--- src/rtl/compat_40mhz_source_pkg.sv ---
// Shared constants for the 40 MHz compatibility sample source.
package compat_40mhz_source_pkg;

  // Default raw/filtered sample width (12-bit PMT ADCs).
  localparam int unsigned ADC_WIDTH_DEF = 12;

  // ENABLE40 runs 0,1,2; the last phase is the one whose closing edge updates outputs.
  localparam logic [1:0] PHASE_FIRST = 2'd0;
  localparam logic [1:0] PHASE_LAST  = 2'd2;

  // History fill counter saturates here; at this value all three taps hold real samples.
  localparam logic [1:0] FILL_EMPTY = 2'd0;
  localparam logic [1:0] FILL_FULL  = 2'd3;

endpackage

--- src/rtl/compat_40mhz_source_filt121.sv ---
// One PMT channel: 3-tap history, 1-2-1 rounded sum, full-scale detect, held output.
module filt121_chan
  import compat_40mhz_source_pkg::*;
#(
  parameter int unsigned ADC_WIDTH = ADC_WIDTH_DEF
) (
  input  logic                 clk,
  input  logic                 rst_n,
  input  logic                 upd,
  input  logic [ADC_WIDTH-1:0] adc,
  output logic [ADC_WIDTH-1:0] filt,
  output logic                 sat
);

  localparam logic [ADC_WIDTH+1:0] ROUND = (ADC_WIDTH+2)'(2);

  logic [ADC_WIDTH-1:0] r0;
  logic [ADC_WIDTH-1:0] r1;
  logic [ADC_WIDTH-1:0] r2;
  logic [ADC_WIDTH+1:0] sum;
  logic [ADC_WIDTH-1:0] rounded;
  logic                 full;

  // History shift register, runs every edge regardless of phase.
  always_ff @(posedge clk or negedge rst_n) begin
    if (!rst_n) begin
      r0 <= '0;
      r1 <= '0;
      r2 <= '0;
    end else begin
      r0 <= adc;
      r1 <= r0;
      r2 <= r1;
    end
  end

  // 1-2-1 weighted sum with +2 for round-half-up; max 4*(2^W-1)+2 fits in W+2 bits.
  always_comb begin
    sum     = {2'b00, r2} + {1'b0, r1, 1'b0} + {2'b00, r0} + ROUND;
    rounded = ADC_WIDTH'(sum >> 2);
    full    = (r0 == '1) || (r1 == '1) || (r2 == '1);
  end

  // Output hold register, loads only on the update strobe.
  always_ff @(posedge clk or negedge rst_n) begin
    if (!rst_n) begin
      filt <= '0;
      sat  <= 1'b0;
    end else if (upd) begin
      filt <= rounded;
      sat  <= full;
    end
  end

endmodule

--- src/rtl/compat_40mhz_source.sv ---
// 40 MHz compatibility sample source: ENABLE40 phase, fill/VALID tracking, three filter channels.
module compat_40mhz_source
  import compat_40mhz_source_pkg::*;
#(
  parameter int unsigned ADC_WIDTH = ADC_WIDTH_DEF
) (
  input  logic                 CLK120,
  input  logic                 RESET_N,
  input  logic                 SYNC,
  input  logic [ADC_WIDTH-1:0] ADC0,
  input  logic [ADC_WIDTH-1:0] ADC1,
  input  logic [ADC_WIDTH-1:0] ADC2,
  output logic [1:0]           ENABLE40,
  output logic [ADC_WIDTH-1:0] ADC40_0,
  output logic [ADC_WIDTH-1:0] ADC40_1,
  output logic [ADC_WIDTH-1:0] ADC40_2,
  output logic                 VALID,
  output logic [2:0]           SAT
);

  logic [1:0] fill;
  logic       upd;

  // Update strobe: closing edge of phase 2, suppressed when SYNC realigns.
  always_comb begin
    upd = (ENABLE40 == PHASE_LAST) && !SYNC;
  end

  // Phase counter 0,1,2,0...; SYNC forces phase 0.
  always_ff @(posedge CLK120 or negedge RESET_N) begin
    if (!RESET_N) begin
      ENABLE40 <= PHASE_FIRST;
    end else if (SYNC || (ENABLE40 == PHASE_LAST)) begin
      ENABLE40 <= PHASE_FIRST;
    end else begin
      ENABLE40 <= ENABLE40 + 2'd1;
    end
  end

  // History fill counter, saturating; SYNC restarts it since the window is re-qualified.
  always_ff @(posedge CLK120 or negedge RESET_N) begin
    if (!RESET_N) begin
      fill <= FILL_EMPTY;
    end else if (SYNC) begin
      fill <= FILL_EMPTY;
    end else if (fill != FILL_FULL) begin
      fill <= fill + 2'd1;
    end
  end

  // VALID is re-evaluated only on updates, so SYNC itself leaves it untouched.
  always_ff @(posedge CLK120 or negedge RESET_N) begin
    if (!RESET_N) begin
      VALID <= 1'b0;
    end else if (upd) begin
      VALID <= (fill == FILL_FULL);
    end
  end

  filt121_chan #(.ADC_WIDTH(ADC_WIDTH)) u_chan0 (
    .clk   (CLK120),
    .rst_n (RESET_N),
    .upd   (upd),
    .adc   (ADC0),
    .filt  (ADC40_0),
    .sat   (SAT[0])
  );

  filt121_chan #(.ADC_WIDTH(ADC_WIDTH)) u_chan1 (
    .clk   (CLK120),
    .rst_n (RESET_N),
    .upd   (upd),
    .adc   (ADC1),
    .filt  (ADC40_1),
    .sat   (SAT[1])
  );

  filt121_chan #(.ADC_WIDTH(ADC_WIDTH)) u_chan2 (
    .clk   (CLK120),
    .rst_n (RESET_N),
    .upd   (upd),
    .adc   (ADC2),
    .filt  (ADC40_2),
    .sat   (SAT[2])
  );

endmodule

--- config.mk ---
export PLATFORM = sky130hd
export DESIGN_NAME = compat_40mhz_source
export DESIGN_NICKNAME = d
export VERILOG_FILES = /design/src/rtl/compat_40mhz_source_pkg.sv /design/src/rtl/compat_40mhz_source_filt121.sv /design/src/rtl/compat_40mhz_source.sv
export SDC_FILE = /design/constraint.sdc
export NUM_CORES = 1
export LEC_CHECK = 0
export ABC_AREA = 1
export CAP_MARGIN = 20
export CORE_ASPECT_RATIO = 1.2
export CORE_MARGIN = 2
export CORE_UTILIZATION = 40
export CTS_CLUSTER_DIAMETER = 30
export DETAILED_ROUTE_END_ITERATION = 8
export HOLD_SLACK_MARGIN = 0.03
export PLACE_DENSITY_LB_ADDON = 0.12
export SLEW_MARGIN = 40
export SYNTH_ARGS = -nofsm -noshare
export SYNTH_HDL_FRONTEND = slang
export SYNTH_HIERARCHICAL = 1
export SYNTH_SLANG_ARGS = --single-unit
--- constraint.sdc ---
create_clock -name CLK120 -period 2.5 [get_ports CLK120]
set_input_delay 0.625 -clock CLK120 [delete_from_list [all_inputs] [get_ports CLK120]]
set_output_delay 0.625 -clock CLK120 [all_outputs]
set_load 0.02 [all_outputs]
==> metrics.md <==
| Metric | Value |
|---|---|
| Status | `finished, final reports clean` |
| Crit path capture type | `register` |
| Synth Warn # | `6` |
| Commonest non-fill, non-tap cells in the layout | `279 x nand2_1, 152 x dfrtp_1, 116 x inv_1` |
| Crit path time final | `2160 ps` |
| Worst Path Required | `2810 ps` |
| P&R area growth vs syn | `23.7%` |
| Wirelength per Cell | `12.8 um` |
| Max cap viols | `0` |
| Register area share after synthesis | `49.9%` |
| Die W | `130 um` |
| DRT iter0 DRCs | `254` |
| Final-report hold violation count | `0` |
| Gp weighted congestion | `0.823` |
| Post-CTS setup buffer count | `0` |
| Slowest cell delay on critical path | `490 ps` |
| Vias post-DR | `5,533` |
| Maximum VDD drop | `0.523 mV` |
| Crit-path max FO | `5` |
| Pwr per Cell Area | `909 nW/um2` |
| Root Buffer | `clkbuf_16` |
| Total CTS buffers | `17` |
| Clock Tree Buf Depth | `2` |
| RSZ-0062 raised after global routing | `no` |
| Yosys reg bits | `152` |
| Final wirelength | `15.4 mm` |
| Post-synth cell types | `27` |
| DR pass1 iterations | `5` |
| Finished Cell Area | `9420 um2` |
| Slew @ Worst Pin | `378 ps` |
| I/O pins | `81` |
| Row count | `55` |
| Final setup fails | `0` |
| Arr. time, crit path | `2470 ps` |
| CP Cell Sequence | `fa_1, ha_1, nand2_1, nor2_2, nand3_1, nand3_1, nand2_1, nand3_1, nand2_1` |
| Worst-Skew Late Latency | `430 ps` |
| Drt drc | `0` |
| Tcrit/Tclk final | `86.4%` |
| Port buffer count | `80` |
| Number of global-route vias before repair | `5,495` |
| CTS H-tree depth | `4` |
| Vias per cell | `4.57` |
| Setup_tns | `0 ps` |
| Max Clk Rate | `0.463 GHz` |
| Hold buffer count at CTS | `0` |
| Number of diodes | `0` |
| Global-route wire length before repair | `26.3 mm` |
| Most common cell after layout, fill and taps aside | `nand2_1` |
| Mean post-synth cell area | `9.08 um2` |
| Hold Crit Class | `primary input to asynchronous set/reset pin` |
| Syn nets | `952` |
| Placeable Area | `18,800 um2` |
| Die Span Y | `155 um` |
| Post-DP HPWL | `11.7 mm` |
| Fin nets | `1,054` |
| Worst-path clk slew | `70 ps` |
| Worst slew margin | `74.8%` |
| Die area | `20,200 um2` |
| Initial antenna violation count | `0` |
| CTS Sinks | `152` |
| Startpoint type of the worst setup path | `register` |
| Crit path kind | `register to register` |
| # resized after CTS | `0` |
| Worst-path cell with the longest stage delay | `fa_1` |
| Static Leak | `4.70 nW` |
| Ratio of cells with drive above 1 in the final layout | `6.39%` |
| Initial core utilization | `40.6%` |
| CTS tree | `yes` |
| Largest net degree at the start of global routing | `55` |
| Post-route ant nets | `0` |
| Post-Syn Area | `7620 um2` |
| Final Skew | `9.26 ps` |
| Mapped Cells | `839` |
| Gr ovfl total | `0` |
| Dpl cell area | `8800 um2` |
| Slew Limit Fails | `0` |
| Total Routing Usage GR | `16.7%` |
## path summary, 6_finish.rpt
kind | startpoint | end | slack [ps] | depth (start not counted)
min in group CLK120 | u_chan2/r1[0] | u_chan2/r2[0] | 400 | 0
max in group asynchronous | RESET_N | u_chan1/filt[2] | 1730 | 2
worst min register to register | u_chan2/r1[0] | u_chan2/r2[0] | 400 | 0
worst max register to register | u_chan1/r0[7] | u_chan1/filt[7] | 340 | 9
worst min-delay path | RESET_N | u_chan2/filt[0] | 100 | 1
worst max-delay path | u_chan1/r0[7] | u_chan1/filt[7] | 340 | 9
## final cells by class
type / instances / area (um2)
Inverter: 119 / 447
Timing Repair Buffer: 89 / 895
Clock buffer: 19 / 443
Fill cell: 1771 / 9360
Sequential cell: 152 / 3800
Multi-Input combinational cell: 562 / 3340
Clock inverter: 13 / 180
Tap cell: 256 / 320
## state kept, by name, indices dropped and copies added (netlist names)
signal	flops
u_chan2/r0	12
u_chan0/r1	12
fill	2
u_chan0/filt	12
VALID	1
u_chan2/sat	1
u_chan1/r2	12
u_chan2/r2	12
u_chan2/r1	12
ENABLE40	2
u_chan1/sat	1
u_chan0/sat	1
u_chan0/r2	12
u_chan1/filt	12
u_chan1/r0	12
u_chan1/r1	12
u_chan2/filt	12
u_chan0/r0	12
## critical path: cells and delay by family (launching register included)
| kind | cells | cell delay, ps |
|---|---|---|
| adders and majority gates | 2 | 890 |
| DFF | 1 | 420 |
| and+or+nand+nor | 7 | 750 |
## where the power goes
group / switching, mW / total, mW / leakage [nW] / internal, mW
sequential: 0.268 / 3.14 / 1.80 / 2.87
combinational: 1.51 / 2.71 / 2.60 / 1.20
clock: 1.08 / 2.71 / 0.299 / 1.63
## cell families after synthesis
| logic type | count (synthesis) | synth area share (%) |
|---|---|---|
| and+or+nand+nor | 436 | 24.5 |
| AOI/OAI and AO/OA | 41 | 2.89 |
| adders and majority gates | 74 | 15.1 |
| xor gates and xnor gates | 11 | 1.26 |
| DFF | 152 | 49.9 |
| buffers and inverters | 125 | 6.31 |
## metal layers
metal  global-route usage [%]  share of wire (%)  vias to the layer above  wire length [um]
li1                         -                  -                     2826                 -
met1                     22.6                 48                     2607              7420
met2                     26.9                 47                       80              7300
met3                     2.85                2.9                       20               446
met4                     6.40                1.7                        0               263
met5                        0                  0                        -                 0
## stage by stage
stage	worst slack (ps)	hold slack, ps	std cells	utilization [%]	power, mW
after floorplan	535	329	839	-	4.80
after global placement	265	382	1178	46.8	5.90
after detailed placement	258	388	1178	46.8	5.92
after CTS	354	98.9	1210	50.2	8.68
after global routing	152	110	1210	50.2	9.14
final	341	103	1210	50.2	8.56
## synthesized netlist by cell type
library cell / count / share of area (%)
nand4_1: 21 / 1.7
o21ai_1: 3 / 0.20
clkbuf_4: 1 / 0.099
a21oi_2: 2 / 0.23
o21ai_0: 15 / 0.99
a31oi_1: 6 / 0.49
ha_1: 44 / 7.2
and2_1: 3 / 0.25
nand3_2: 2 / 0.26
or2_1: 5 / 0.41
clkbuf_1: 3 / 0.15
nand2_2: 8 / 0.66
nand2_4: 2 / 0.30
nor2_2: 3 / 0.25
nand3_1: 51 / 3.3
a21oi_1: 15 / 0.99
buf_4: 2 / 0.20
dfrtp_1: 152 / 50
nor2_1: 48 / 2.4
xnor2_1: 9 / 1.0
nand2_1: 279 / 14
nor3_1: 5 / 0.33
inv_2: 3 / 0.15
nand3b_1: 9 / 0.89
inv_1: 116 / 5.7
xor2_1: 2 / 0.23
fa_1: 30 / 7.9
Note: power is estimated with default switching activity, not from simulation.
